--- config.mk ---
export PLATFORM = sky130hd
export DESIGN_NAME = tdm_demux_flat
export DESIGN_NICKNAME = d
export VERILOG_FILES = /design/src/rtl/tdm_demux_if.sv /design/src/rtl/tdm_demux.sv /design/src/flat_wrapper.sv
export SDC_FILE = /design/constraint.sdc
export NUM_CORES = 1
export LEC_CHECK = 0
export BUFFER_PORTS_ARGS = -buffer_cell sky130_fd_sc_hd__buf_2
export CORE_MARGIN = 5
export CORE_UTILIZATION = 52
export DETAILED_ROUTE_END_ITERATION = 8
export PLACE_DENSITY_LB_ADDON = 0.08
export RECOVER_POWER = 50
export SYNTH_ARGS = -nofsm -noshare
export SYNTH_HDL_FRONTEND = slang
export SYNTH_SLANG_ARGS = --single-unit
export TNS_END_PERCENT = 1
--- constraint.sdc ---
create_clock -name clk -period 2.77 [get_ports clk]
set_input_delay 0.4155 -clock clk [delete_from_list [all_inputs] [get_ports clk]]
set_output_delay 0.4155 -clock clk [all_outputs]
set_load 0.02 [all_outputs]
--- src/rtl/tdm_demux_if.sv ---
// Serial TDM word stream in, per-channel holding registers and strobes out.
// master drives the stream side; slave is the demultiplexer.
interface tdm_demux_if #(
    parameter int WIDTH = 8,
    parameter int NCH   = 4
);
    logic                 in_valid;
    logic                 in_sync;
    logic [WIDTH-1:0]     x;
    logic [NCH*WIDTH-1:0] y;
    logic [NCH-1:0]       y_valid;
    logic                 frame_done;
    logic                 sync_err;
    logic                 locked;

    modport master (
        output in_valid, in_sync, x,
        input  y, y_valid, frame_done, sync_err, locked
    );

    modport slave (
        input  in_valid, in_sync, x,
        output y, y_valid, frame_done, sync_err, locked
    );
endinterface

--- src/rtl/tdm_demux.sv ---
// TDM demultiplexer: routes slot words to channel registers, tracks frame alignment (TDM_DEMUX_ZERO_ON_ERR_EN clears stale channels on sync errors).
// Latency: word accepted at edge n is on y with its strobe right after edge n.
// Backpressure: none, every presented word is consumed or dropped in the same cycle.
module tdm_demux #(
    parameter int WIDTH = 8,
    parameter int NCH   = 4,
    parameter int CW    = 4
) (
    input logic        clk,
    input logic        rst,
    tdm_demux_if.slave bus
);
    typedef enum logic {HUNT, LOCKED} state_t;

    state_t               state;
    logic [CW-1:0]        slot;
    logic [NCH*WIDTH-1:0] y_q;
    logic [NCH-1:0]       y_valid_q;
    logic                 frame_done_q;
    logic                 sync_err_q;
    logic                 locked_q;

    always_ff @(posedge clk) begin
        if (rst) begin
            state        <= HUNT;
            slot         <= '0;
            y_q          <= '0;
            y_valid_q    <= '0;
            frame_done_q <= 1'b0;
            sync_err_q   <= 1'b0;
            locked_q     <= 1'b0;
        end else begin
            y_valid_q    <= '0;
            frame_done_q <= 1'b0;
            sync_err_q   <= 1'b0;
            if (bus.in_valid) begin
                case (state)
                    HUNT: begin
                        if (bus.in_sync) begin
                            y_q[WIDTH-1:0] <= bus.x;
                            y_valid_q      <= NCH'(1);
                            slot           <= CW'(1);
                            state          <= LOCKED;
                            locked_q       <= 1'b1;
                        end
                    end
                    LOCKED: begin
                        if (bus.in_sync) begin
                            // Early sync restarts the frame; truncated frame gets no frame_done.
                            if (slot != '0) begin
                                sync_err_q <= 1'b1;
`ifdef TDM_DEMUX_ZERO_ON_ERR_EN
                                y_q <= {{((NCH-1)*WIDTH){1'b0}}, bus.x};
`else
                                y_q[WIDTH-1:0] <= bus.x;
`endif
                            end else begin
                                y_q[WIDTH-1:0] <= bus.x;
                            end
                            y_valid_q <= NCH'(1);
                            slot      <= CW'(1);
                        end else if (slot == '0) begin
                            sync_err_q <= 1'b1;
                            state      <= HUNT;
                            locked_q   <= 1'b0;
`ifdef TDM_DEMUX_ZERO_ON_ERR_EN
                            y_q <= '0;
`endif
                        end else begin
                            y_q[int'(slot)*WIDTH +: WIDTH] <= bus.x;
                            y_valid_q <= NCH'(1) << slot;
                            if (slot == CW'(NCH-1)) begin
                                frame_done_q <= 1'b1;
                                slot         <= '0;
                            end else begin
                                slot <= slot + CW'(1);
                            end
                        end
                    end
                    default: begin
                        state <= HUNT;
                        slot  <= '0;
                    end
                endcase
            end
        end
    end

    assign bus.y          = y_q;
    assign bus.y_valid    = y_valid_q;
    assign bus.frame_done = frame_done_q;
    assign bus.sync_err   = sync_err_q;
    assign bus.locked     = locked_q;
endmodule

--- src/flat_wrapper.sv ---
// flat-port wrapper written by rule: the top's interface ports become plain ports
module tdm_demux_flat 
#(
    parameter int WIDTH = 8,
    parameter int NCH   = 4,
    parameter int CW    = 4
)
  (clk, rst, bus_in_valid, bus_in_sync, bus_x, bus_y, bus_y_valid, bus_frame_done, bus_sync_err, bus_locked);
  tdm_demux_if #(.WIDTH(WIDTH), .NCH(NCH)) bus_i ();
  input logic clk;
  input logic rst;
  input wire logic [$bits(bus_i.in_valid)-1:0] bus_in_valid;
  input wire logic [$bits(bus_i.in_sync)-1:0] bus_in_sync;
  input wire logic [$bits(bus_i.x)-1:0] bus_x;
  output wire logic [$bits(bus_i.y)-1:0] bus_y;
  output wire logic [$bits(bus_i.y_valid)-1:0] bus_y_valid;
  output wire logic [$bits(bus_i.frame_done)-1:0] bus_frame_done;
  output wire logic [$bits(bus_i.sync_err)-1:0] bus_sync_err;
  output wire logic [$bits(bus_i.locked)-1:0] bus_locked;
  assign bus_i.in_valid = bus_in_valid;
  assign bus_i.in_sync = bus_in_sync;
  assign bus_i.x = bus_x;
  assign bus_y = bus_i.y;
  assign bus_y_valid = bus_i.y_valid;
  assign bus_frame_done = bus_i.frame_done;
  assign bus_sync_err = bus_i.sync_err;
  assign bus_locked = bus_i.locked;
  tdm_demux #(.WIDTH(WIDTH), .NCH(NCH), .CW(CW)) u_core (.clk(clk), .rst(rst), .bus(bus_i));
endmodule
== Yosys cells after proc, flatten, opt, wreduce, memory -nomap -nowiden ==
Index checks and enable logic that the tools add are counted.

* Logic and storage cells: 56
* Output and inout port bits: 39
* Register bits after elaboration: 44
* Bits of input ports: 12

* Bitwise operators: 4
* Muxes and demuxes: 26
* Shifts and indexed selects: 3
* Equality and inequality tests: 5
* Reduce and logical (&&, ||, !) cells: 8
* Add/sub/neg operators: 2

{| class="wikitable"
|+ Operator list
! kind !! count
|-
| 7-bit negator with 33-bit output || 1
|-
| 8-bit by 33-bit variable shift with 32-bit output (first input constant) || 1
|-
| 8-bit by 33-bit indexed part select with 32-bit output || 1
|-
| 32-bit bitwise mux || 1
|-
| 4-bit 2-to-1 mux || 6
|-
| 8-bit 2-to-1 mux || 3
|-
| 4-bit case mux with 2 select lines || 2
|-
| 8-bit case mux with 2 select lines || 1
|-
| 1-bit 2-to-1 mux || 11
|-
| 4-bit AND reduction || 2
|-
| 2-bit inequality test (second input constant) || 3
|-
| 5-bit OR reduction || 1
|-
| 4-bit by 1-bit adder with 4-bit output (second input constant) || 1
|-
| 4-bit by 2-bit == test with 1-bit output (second input constant) || 1
|-
| 4-bit zero test || 1
|-
| 1-bit inverter || 4
|-
| 1-bit case mux with 2 select lines || 2
|-
| 4-bit nonzero test || 1
|-
| 1-bit by 4-bit << shifter with 4-bit output (first input constant) || 1
|-
| 3-bit inequality test (second input constant) || 1
|-
| 3-bit AND reduction || 1
|-
| 3-bit OR reduction || 1
|-
| 2-bit OR reduction || 1
|}

== Depth between registers and ports, before layout ==
* Depth after elaboration: 6
* Mapped depth: 10
* Gate-level depth less buffers: 9

== Least setup slack after synthesis ==
No wires, ideal clock.

* Path type: reg2reg
* Start: register u_core.slot[0]
* End: register u_core.y_q[0], in the netlist u_core.bus.y[0]
* Path buffers: 1
* Setup time: 0.072 ns
* Path slack: 0.533 ns
* Period minus slack after synthesis: 2.237 ns
* Cell stages (with the launch flop): 11
* Data required time: 2.698 ns
* Arrival: 2.165 ns
* Cell sequence: dfxtp_1 -> buf_2 -> clkinv_1 -> ha_1 -> nand2_1 -> inv_1 -> ha_1 -> nand2_1 -> o211ai_1 -> a211oi_4 -> mux2i_1

* Word-level cells in the longest chain between the ends: 6
* Elaborated cells between the ends (all ways): 10
* Classes of those cells: add/sub: 1; eq/ne: 1; shift: 2; mux: 4; reduce/logical: 2

{| class="wikitable"
|+ Ends and longest elaborated chain
! what !! RTL line !! text
|-
| start: declaration || tdm_demux.sv:16 || <nowiki>logic [CW-1:0] slot;</nowiki>
|-
| start signal: assignment || tdm_demux.sv:76 || <nowiki>slot <= slot + CW'(1);</nowiki>
|-
| 7-bit negator with 33-bit output || tdm_demux.sv:70 || <nowiki>y_q[int'(slot)*WIDTH +: WIDTH] <= bus.x;</nowiki>
|-
| 8-bit by 33-bit indexed part select with 32-bit output / 8-bit by 33-bit variable shift with 32-bit output (equally long branches) || tdm_demux.sv:70 ||
|-
| 32-bit bitwise mux || tdm_demux.sv:70 ||
|-
| 8-bit 2-to-1 mux || tdm_demux.sv:62 || <nowiki>end else if (slot == '0) begin</nowiki>
|-
| 8-bit 2-to-1 mux || tdm_demux.sv:48 || <nowiki>if (bus.in_sync) begin</nowiki>
|-
| 8-bit case mux with 2 select lines || tdm_demux.sv:37 || <nowiki>case (state)</nowiki>
|-
| end signal: indexed assignment || tdm_demux.sv:40 || <nowiki>y_q[WIDTH-1:0] <= bus.x;</nowiki>
|-
| end signal: indexed assignment || tdm_demux.sv:55 || <nowiki>y_q[WIDTH-1:0] <= bus.x;</nowiki>
|-
| end signal: indexed assignment || tdm_demux.sv:70 ||
|-
| end: declaration || tdm_demux.sv:17 || <nowiki>logic [NCH*WIDTH-1:0] y_q;</nowiki>
|}

Parallel ways exist; a longest one is shown, timed or not. The select of a mux whose other input is x is not followed.
A chain may end at the register's enable or synchronous reset.

== Worst setup path in the final report ==
* Start: register u_core.slot[0]
* End: register u_core.y_q[2], in the netlist u_core.bus.y[2]

The elaborated chain is that of the path after synthesis.

==> out/metrics.cfg <==
[yosys]
synth.distinct_cells = 38
yosysSeqAreaShare_pct = 43.7
ys_async_sr_fraction_pct = 0
netlist_instances = 211
synth_edf_count = 0
ys.flop_type = dfxtp_1
synth_top_area_cell = dfxtp_1
synthTopCellsByArea = dfxtp_1 (44%), mux2i_1 (16%), nand2b_1 (13%)
synth_area_per_cell_sq_um = 9.56
synth_fp_nets = 228
synth_top_area_share_pct = 43.7
syn_area_sq_mm = 0.00202
synth-seq-cells = 44
synth-warning-count = 0

[critical_path]
cp_top_family = adder cells
path_max_fanout = 9
cp-end-kind = register
cp_slowest_cell = dfxtp_1
path_class = reg2reg
crit_chain = clkinv_1 -> ha_1 -> nand2_1 -> inv_1 -> ha_1 -> nand2_1 -> o211ai_1 -> a211oi_4 -> buf_4 -> mux2i_1
critical_path_required_ps = 2990
max_stage_delay_ps = 500
critPathBufInv = 3
crit_path_start_kind = register
worstPathArrival_ps = 2610

[layout]
mostFrequentLayoutCell = dfxtp_1
layout-drive-gt1-share_pct = 12.6
final_cell_mix = dfxtp_1 (44), nand2b_1 (43), clkbuf_1 (40)
syn_to_final_growth_pct = 17.8
fin_util_pct = 63.9
stdcell_count = 310
antenna_cells = 0
fin_nets = 278

[pwr]
powerDensity_mw_per_mm2 = 532
leakage_nw = 0.975
power.total_mw = 1.26
vdd_ir_drop_max_uv = 324

[die]
die_y_um = 72.3
ioPinCount = 51
row_count = 22
die-area_sq_mm = 0.00522
coreArea_sq_mm = 0.00372
start_util_pct = 54.3
die_w_um = 72.3

[clock_tree]
ctsHtreeMaxLevel = 2
cts_tree = yes
ctsResizeCount = 0
hold_buffers = 0
numCtsBuffers = 5
cts_buffer_depth = 2
clockRootBuffer = clkbuf_8
clkTransAtPathRegs_ps = 80
cts_num_sinks = 44
cts_setup_buffers = 0
insertion_delay_ps = 300

[grt]
antenna_found_initial = 0
top_usage_layer = met1
grt_max_degree = 51
grt_use_met1_pct = 26.4
grt_overflow = 0
grt_use_met2_pct = 23.2
grt_pass1_vias = 1427
grt_use_total_pct = 17.5
met3_usage_pct = 5.68
grt_pass1_wl_um = 7130

[sta]
relSlewSlack_pct = 54.9
tns_ps = 0
hold_viol_final = 0
clock_skew_ps = 10.8
finalCritPeriodShare_pct = 86.3
finalSetupViolCount = 0
fmax_mhz = 418
rsz0062_at_grt = false
layout_min_cycle_time_ps = 2390
worst_pin_slew_ps = 676
finalMaxSlewViolations = 0

[detailed_routing]
via_per_inst = 5.15
wl_um = 4350
via_count = 1598
drc = 0
wl_per_cell_um = 14.0
dr.pass1.iters = 4
drt_iter0_markers = 118
ant_nets = 0

[placed_design]
dp_cells = 302
dp_hpwl_um = 3120
place_congestion = 0.859
io_buffers = 50

[run_status]
status = complete, no violations

[run]
max_cap_viol_count = 0

[min_path]
hp-class = in2reg

## per-layer routing
layer	routed length, um	up-vias
met5	0	-
met4	48	0
met3	329	7
met2	1800	55
met1	2170	726
li1	-	810
## registers in the layout (all words and copies together), names as in the netlist
name	cells
u_core.bus.y	32
u_core.bus.y_valid	4
u_core.slot	4
u_core.bus.frame_done	1
u_core.bus.locked	1
u_core.bus.sync_err	1
u_core.state	1
## metrics by stage
stage / hold slack, ps / instance area, sq um / setup WS [ps]
3_5_place_dp: 459 / 2320 / 452
2_1_floorplan: 527 / 2020 / 533
5_1_grt: 403 / 2380 / 157
4_1_cts: 381 / 2420 / 377
3_3_place_gp: 460 / 2320 / 508
6_report: 388 / 2380 / 380
## worst reg2reg max path, delay by kind of cell, from the launching register on
| kind | cells | cell delay [ps] |
|---|---|---|
| buffers and inverters | 3 | 420 |
| and+or+nand+nor | 2 | 200 |
| AOI/OAI and AO/OA | 2 | 460 |
| muxes | 1 | 210 |
| DFF | 1 | 500 |
| adders and majority gates | 2 | 520 |
## Yosys cell counts (2+ instances only)
library cell and count:
a21oi_1 5, a41oi_1 2, buf_2 3, clkbuf_1 6, dfxtp_1 44, ha_1 5
inv_1 6, mux2i_1 32, nand2_1 21, nand2b_1 43, nand3_1 3, nand4_1 2
nand4_2 2, nor2_1 7, nor3_1 7
## where the power goes
group	switching, mW	internal, mW	total [mW]	leakage (nW)
combinational	0.0767	0.0496	0.126	0.563
sequential	0.0108	0.644	0.655	0.356
clock	0.215	0.268	0.483	0.0552
total	0.302	0.961	1.26	0.975
## path summary, 6_finish.rpt
| path | from | to | slack (ps) | depth (start not counted) |
|---|---|---|---|---|
| worst max-delay path | u_core.slot[0] | u_core.bus.y[2] | 380 | 10 |
| worst min-delay path | bus_x[6] | u_core.bus.y[22] | 390 | 3 |
| worst max register to register | u_core.slot[0] | u_core.bus.y[2] | 380 | 10 |
| worst min register to register | u_core.bus.y[27] | u_core.bus.y[27] | 470 | 2 |
## logic make-up after synthesis
kind of cell    synth area share [%]
simple gates                    26.7
flops                           43.7
mux                             15.9
buf+inv                         4.16
compound gates                  5.71
fa+ha+maj                       3.10
xor+xnor                       0.807
## area by class of cell
class                   instances  area, sq um
repair buffers                 55          239
flip-flops and latches         44          881
clock buffers                   6         72.6
multi-input cells             147         1060
inverters                       8         30.0
fillers                       345         1340
well taps                      48         60.1
clock inverters                 2         35.0
No activity file was read; power rests on OpenSTA's default activity.
